<file path="config.mk">
export PLATFORM = sky130hd
export DESIGN_NAME = universal_shift_reg_n
export DESIGN_NICKNAME = d
export VERILOG_FILES = /design/src/rtl/usr_pkg.sv /design/src/rtl/usr_shift_step.sv /design/src/rtl/universal_shift_reg_n.sv
export SDC_FILE = /design/constraint.sdc
export NUM_CORES = 1
export LEC_CHECK = 0
export ABC_AREA = 1
export BUFFER_PORTS_ARGS = -buffer_cell sky130_fd_sc_hd__buf_2
export CAP_MARGIN = 30
export CORE_UTILIZATION = 45
export CTS_CLUSTER_DIAMETER = 60
export CTS_CLUSTER_SIZE = 20
export DETAILED_ROUTE_END_ITERATION = 7
export PLACE_DENSITY_LB_ADDON = 0.1
export SLEW_MARGIN = 20
export SYNTH_ARGS = -nofsm -noshare
export SYNTH_HDL_FRONTEND = slang
export SYNTH_SLANG_ARGS = --single-unit
</file>
<file path="constraint.sdc">
create_clock -name clk -period 1.6 [get_ports clk]
set_input_delay 0 -clock clk [delete_from_list [all_inputs] [get_ports clk]]
set_output_delay 0 -clock clk [all_outputs]
set_load 0.02 [all_outputs]
</file>
<file path="src/rtl/usr_pkg.sv">
// Shared definitions for the universal shift register.
//   usr_mode_e     : 3-bit operation codes on mode_i (0 hold .. 6 ASR, 7 hold)
//   usr_state_e    : burst controller states (IDLE / RUN)
//   usr_single_step: ops that never start a multi-step burst
package usr_pkg;

  localparam int unsigned USR_MODE_W = 3;

  typedef enum logic [USR_MODE_W-1:0] {
    USR_HOLD  = 3'd0,
    USR_SR    = 3'd1,
    USR_SL    = 3'd2,
    USR_LOAD  = 3'd3,
    USR_ROR   = 3'd4,
    USR_ROL   = 3'd5,
    USR_ASR   = 3'd6,
    USR_HOLD7 = 3'd7
  } usr_mode_e;

  typedef enum logic {
    USR_IDLE = 1'b0,
    USR_RUN  = 1'b1
  } usr_state_e;

  // Hold and load are idempotent, so a burst of them collapses to one step.
  // Rotate codes are deliberately excluded: with rotate compiled out they
  // behave as hold but must still count down a full burst.
  function automatic logic usr_single_step(input usr_mode_e m);
    return (m == USR_HOLD) || (m == USR_HOLD7) || (m == USR_LOAD);
  endfunction

endpackage : usr_pkg

</file>
<file path="src/rtl/usr_shift_step.sv">
// Combinational next-value function of the universal shift register.
// Macro: USR_ROTATE_EN -- when defined, ROR/ROL are implemented; otherwise
// those codes decode as hold and no rotate logic is built.
// Ports:
//   op_i        : operation to apply
//   d_i         : current register value
//   msb_in_i    : serial bit shifted into the MSB on SR
//   lsb_in_i    : serial bit shifted into the LSB on SL
//   data_in_i   : parallel load value
//   d_next_c_o  : resulting value (combinational)
module usr_shift_step
  import usr_pkg::*;
#(
  parameter int unsigned WIDTH = 8
) (
  input  usr_mode_e          op_i,
  input  logic [WIDTH-1:0]   d_i,
  input  logic               msb_in_i,
  input  logic               lsb_in_i,
  input  logic [WIDTH-1:0]   data_in_i,
  output logic [WIDTH-1:0]   d_next_c_o
);

  // One step of the selected operation
  always_comb begin
    d_next_c_o = d_i;
    case (op_i)
      USR_SR:   d_next_c_o = {msb_in_i, d_i[WIDTH-1:1]};
      USR_SL:   d_next_c_o = {d_i[WIDTH-2:0], lsb_in_i};
      USR_LOAD: d_next_c_o = data_in_i;
`ifdef USR_ROTATE_EN
      USR_ROR:  d_next_c_o = {d_i[0], d_i[WIDTH-1:1]};
      USR_ROL:  d_next_c_o = {d_i[WIDTH-2:0], d_i[WIDTH-1]};
`endif
      USR_ASR:  d_next_c_o = {d_i[WIDTH-1], d_i[WIDTH-1:1]};
      default:  d_next_c_o = d_i;
    endcase
  end

endmodule : usr_shift_step

</file>
<file path="src/rtl/universal_shift_reg_n.sv">
// Universal shift register with single-cycle ops and a counted burst mode.
// Macro: USR_ROTATE_EN -- enables modes 4/5 (ROR/ROL); otherwise they hold.
// Ports:
//   clk, rst      : clock, synchronous active-high reset
//   en_i          : clock enable; low freezes data, FSM and counter
//   mode_i        : operation code (see usr_mode_e)
//   start_i       : begin a burst of count_i steps of mode_i
//   count_i       : burst length
//   data_in_i     : parallel load value
//   msb_in_i      : serial input into MSB on SR (sampled every step)
//   lsb_in_i      : serial input into LSB on SL (sampled every step)
//   data_out_o    : register contents
//   msb_out_o     : data_out_o[WIDTH-1]
//   lsb_out_o     : data_out_o[0]
//   busy_o        : burst in progress
//   done_o        : one-cycle pulse when the final burst value is visible
module universal_shift_reg_n
  import usr_pkg::*;
#(
  parameter int unsigned WIDTH = 8,
  parameter int unsigned CNT_W = 4
) (
  input  logic              clk,
  input  logic              rst,
  input  logic              en_i,
  input  logic [2:0]        mode_i,
  input  logic              start_i,
  input  logic [CNT_W-1:0]  count_i,
  input  logic [WIDTH-1:0]  data_in_i,
  input  logic              msb_in_i,
  input  logic              lsb_in_i,
  output logic [WIDTH-1:0]  data_out_o,
  output logic              msb_out_o,
  output logic              lsb_out_o,
  output logic              busy_o,
  output logic              done_o
);

  usr_state_e          state_q;
  usr_mode_e           op_q;
  usr_mode_e           step_op;
  usr_mode_e           mode_in;
  logic [WIDTH-1:0]    data_q;
  logic [WIDTH-1:0]    data_d;
  logic [WIDTH-1:0]    step_val;
  logic [CNT_W-1:0]    rem_q;
  logic                busy_q;
  logic                done_q;
  logic                zero_burst;

  assign mode_in = usr_mode_e'(mode_i);

  // The latched op drives the datapath during a burst; mode_i is ignored then
  assign step_op = (state_q == USR_RUN) ? op_q : mode_in;

  // A zero-length burst request performs no step at all
  assign zero_burst = (state_q == USR_IDLE) && start_i && (count_i == '0);

  usr_shift_step #(
    .WIDTH (WIDTH)
  ) u_step (
    .op_i       (step_op),
    .d_i        (data_q),
    .msb_in_i   (msb_in_i),
    .lsb_in_i   (lsb_in_i),
    .data_in_i  (data_in_i),
    .d_next_c_o (step_val)
  );

  // Data register next value
  always_comb begin
    data_d = data_q;
    if (en_i && !zero_burst) begin
      data_d = step_val;
    end
  end

  // Data register, burst FSM, step counter and status flags
  always_ff @(posedge clk) begin
    if (rst) begin
      data_q  <= '0;
      state_q <= USR_IDLE;
      op_q    <= USR_HOLD;
      rem_q   <= '0;
      busy_q  <= 1'b0;
      done_q  <= 1'b0;
    end else begin
      data_q <= data_d;
      done_q <= 1'b0;
      if (en_i) begin
        case (state_q)
          USR_IDLE: begin
            if (start_i) begin
              op_q <= mode_in;
              if (count_i == '0) begin
                done_q <= 1'b1;
              end else if ((count_i == CNT_W'(1)) || usr_single_step(mode_in)) begin
                done_q <= 1'b1;
              end else begin
                // First step happens on this edge; count the rest
                rem_q   <= count_i - CNT_W'(1);
                state_q <= USR_RUN;
                busy_q  <= 1'b1;
              end
            end
          end
          USR_RUN: begin
            rem_q <= rem_q - CNT_W'(1);
            if (rem_q == CNT_W'(1)) begin
              state_q <= USR_IDLE;
              busy_q  <= 1'b0;
              done_q  <= 1'b1;
            end
          end
          default: begin
            state_q <= USR_IDLE;
            busy_q  <= 1'b0;
          end
        endcase
      end
    end
  end

  assign data_out_o = data_q;
  assign msb_out_o  = data_q[WIDTH-1];
  assign lsb_out_o  = data_q[0];
  assign busy_o     = busy_q;
  assign done_o     = done_q;

endmodule : universal_shift_reg_n

</file>
==> impl_metrics.py <==
metrics = {
    "cells_and_area": {
        "drive_gt1_share_pct": 22.0,
        "fin_nets": 282,
        "fill_cells": 278,
        "area_delta_synth_final_pct": 20.4,
        "num_antenna_cells": 0,
        "seq_area_um2": 362,
        "multi_input_area_um2": 758,
    },
    "power": {
        "pwr-share-comb_pct": 32.1,
        "switching_share_pct": 35.1,
        "irDropWorstVdd_mv": 0.638,
        "p_seq_share_pct": 43.6,
        "p_sw_mw": 0.414,
        "p_total_mw": 1.18,
        "clkPwrFrac_pct": 24.3,
        "internal-power_mw": 0.765,
        "p_per_area_nw_per_um2": 749,
        "p_leak_nw": 0.863,
    },
    "synthesis": {
        "synth.area.top_cells": "dfxtp_1 28%, nand2_1 17%, inv_1 9.5%",
        "yosysWarnings": 0,
        "avgSynthCellArea_um2": 6.05,
        "synth_fp_nets": 242,
        "yosysSeqAreaShare_pct": 27.6,
        "synth_edf_count": 0,
        "synth_top_area_share_pct": 27.6,
        "syn-cell-area_um2": 1310,
        "yosysMostFrequentCell": "nand2_1",
        "synthFlopType": "dfxtp_1",
        "synthTopCellsByCount": "59 x nand2_1, 33 x inv_1, 31 x nor2_1, 23 x nand3_1, 18 x dfxtp_1",
        "synth_area_leader_cell": "dfxtp_1",
        "syn_inst": 216,
        "ys_seq_elements": 18,
        "async_flop_share_pct": 0,
        "synth_cell_type_count": 22,
    },
    "critical_path": {
        "reg2reg_depth": 9,
        "slowest_delay_ns": 0.38,
        "crit_chain": "inv_4, nand2_1, nand2_4, nand2_2, nor2_4, nand2_1, o21ai_0, nor2_1, nor2_1",
        "cp_slowest_cell": "dfxtp_2",
        "arrival_ns": 1.67,
        "cp_num_buf_inv": 1,
        "crit_family": "simple AND/OR/NAND/NOR gates",
        "required_ns": 1.84,
        "rrSetupSlack_ns": 0.17,
        "end_kind": "flop",
        "r2r_end": "data_out_o[0]$_SDFFE_PP0P_",
        "crit_type": "reg2reg",
        "r2r_start": "state_q$_SDFFE_PP0P_",
        "path_max_fanout": 10,
        "crit_path_start_kind": "flop",
    },
    "clocking": {
        "cts_made_buffers": 3,
        "clock_sinks": 18,
        "cts-root-buf": "clkbuf_4",
        "post-cts-setup-buffers": 0,
        "clk_path_buf_depth": 2,
        "cts_tree": "built",
        "worst_skew_pair.late_latency_ns": 0.30,
        "clk_pin_slew_ns": 0.11,
        "cts_htree_levels": 1,
    },
    "detailed_routing": {
        "wl_per_cell_um": 10.5,
        "routed_wl_um": 3010,
        "drtIter0Drc": 73,
        "routed_via_density": 4.88,
        "drt_pre_antenna_iters": 4,
        "drc": 0,
        "ant_nets": 0,
        "num_vias": 1395,
    },
    "die": {
        "start_util_pct": 47.4,
        "die_w_um": 55.9,
        "core-area_um2": 2760,
        "ios": 33,
        "die_area_um2": 3120,
        "rows": 19,
        "fp.dieH_um": 55.9,
    },
    "grt": {
        "grt_max_degree": 17,
        "grt_use_total_pct": 20.2,
        "grt_pass1_wl_um": 5080,
        "antenna_found_initial": 0,
        "gr-total-overflow": 0,
        "grt_pass1_vias": 1124,
    },
    "timing": {
        "fin_skew_ns": 0.00247,
        "rsz0062_at_grt": "false",
        "tightest_slew_ns": 0.487,
        "slew_headroom_pct": 67.5,
        "fin_tns_setup_ns": 0,
        "finalCriticalPeriod_ns": 1.43,
        "setup_violations": 0,
        "max_freq_ghz": 0.699,
        "slew_violations": 0,
        "fin_crit_sh_pct": 89.4,
        "hold_viol": 0,
        "fin_ws_ns": 0.170,
    },
    "place": {
        "hpwl_um": 2290,
        "place_congestion": 0.875,
        "port-buffer-count": 32,
        "dpl_worst_slack_ns": 0.106,
    },
    "min_path": {
        "hold_depth": 3,
        "min-delay-start": "mode_i[0]",
        "hp-class": "in2reg",
        "min_to": "op_q[0]$_SDFFE_PP0P_",
    },
    "job": {
        "drv_cap": 0,
    },
    "status": {
        "status": "complete, no violations",
    },
}
[per-stage QoR]
stage | hold slack (ns) | util, % | area [um^2] | cells
final | 0.0226 | 57.0 | 1570 | 286
after global routing | 0.0477 | 57.0 | 1570 | 286
after CTS | 0.0181 | 56.9 | 1570 | 286
after detailed placement | 0.201 | 54.1 | 1490 | 278
after global placement | 0.203 | 54.1 | 1490 | 278
after floorplan | 0.0691 | - | 1310 | 216
[worst max path at each step]
stage,to,slack [ns],cells after the start,start
2_1_floorplan,data_out_o[7]$_SDFFE_PP0P_,0.32,9,state_q$_SDFFE_PP0P_
3_3_place_gp,data_out_o[0]$_SDFFE_PP0P_,0.12,10,state_q$_SDFFE_PP0P_
3_5_place_dp,data_out_o[0]$_SDFFE_PP0P_,0.11,10,state_q$_SDFFE_PP0P_
4_1_cts,data_out_o[0]$_SDFFE_PP0P_,0.09,10,state_q$_SDFFE_PP0P_
5_1_grt,data_out_o[0]$_SDFFE_PP0P_,0.02,9,state_q$_SDFFE_PP0P_
6_report,data_out_o[0]$_SDFFE_PP0P_,0.17,9,state_q$_SDFFE_PP0P_
[cell families (layout without fill, tap and decap cells)]
group / after synthesis / after routing / synth area share [%]
simple gates: 135 / 135 / 46.7
buf+inv: 42 / 81 / 14.4
flops: 18 / 18 / 27.6
compound gates: 16 / 16 / 6.51
fa+ha+maj: 5 / 5 / 4.79
[power groups by stage]
stage	registers, mW	logic, mW	clock network [mW]
CTS	0.513	0.376	0.296
global route	0.519	0.428	0.317
detailed placement	0.523	0.367	0
finish	0.514	0.378	0.286
global placement	0.523	0.368	0
floorplan	0.542	0.248	0
[repair_timing]
action                                  CTS  global route
gates resized for setup                   0             2
hold buffers                              4             0
endpoints found under the setup margin    0             7
hold endpoints to repair                  5             0
[routing by layer]
metal	global-route usage, %	up-vias	part of all wire [%]	routed length, um
met5	0	-	0	0
met1	31.4	596	53	1600
met2	28.6	42	41	1230
li1	-	755	-	-
met3	4.42	2	5.8	175
met4	3.83	0	0.30	9
[flip-flops by register name, indices dropped and copies added, names as in the netlist]
register    cells
done_o          1
data_out_o      8
busy_o          1
rem_q           4
state_q         1
op_q            3
[placed cells by master, fill, tap and decap left out, types with 6 or more instances in the layout]
| cell | count |
|---|---|
| nand2_1 | 59 |
| inv_1 | 33 |
| buf_2 | 32 |
| nor2_1 | 31 |
| nand3_1 | 23 |
| dfxtp_1 | 17 |
| nand4_1 | 10 |
| o21ai_0 | 8 |
| a21oi_1 | 6 |
[worst min-delay path, cell delays in order]
cell and delay (ns):
buf_2 0.14, nor3_1 0.07, nor2_1 0.08
[final cells by class]
type / instances / area share (%)
Sequential cell: 18 / 23.0
Inverter: 36 / 8.91
Timing Repair Buffer: 41 / 15.1
Multi-Input combinational cell: 156 / 48.2
Clock buffer: 4 / 2.31
Tap cell: 31 / 2.47
No activity file was read; power rests on OpenSTA's default activity.
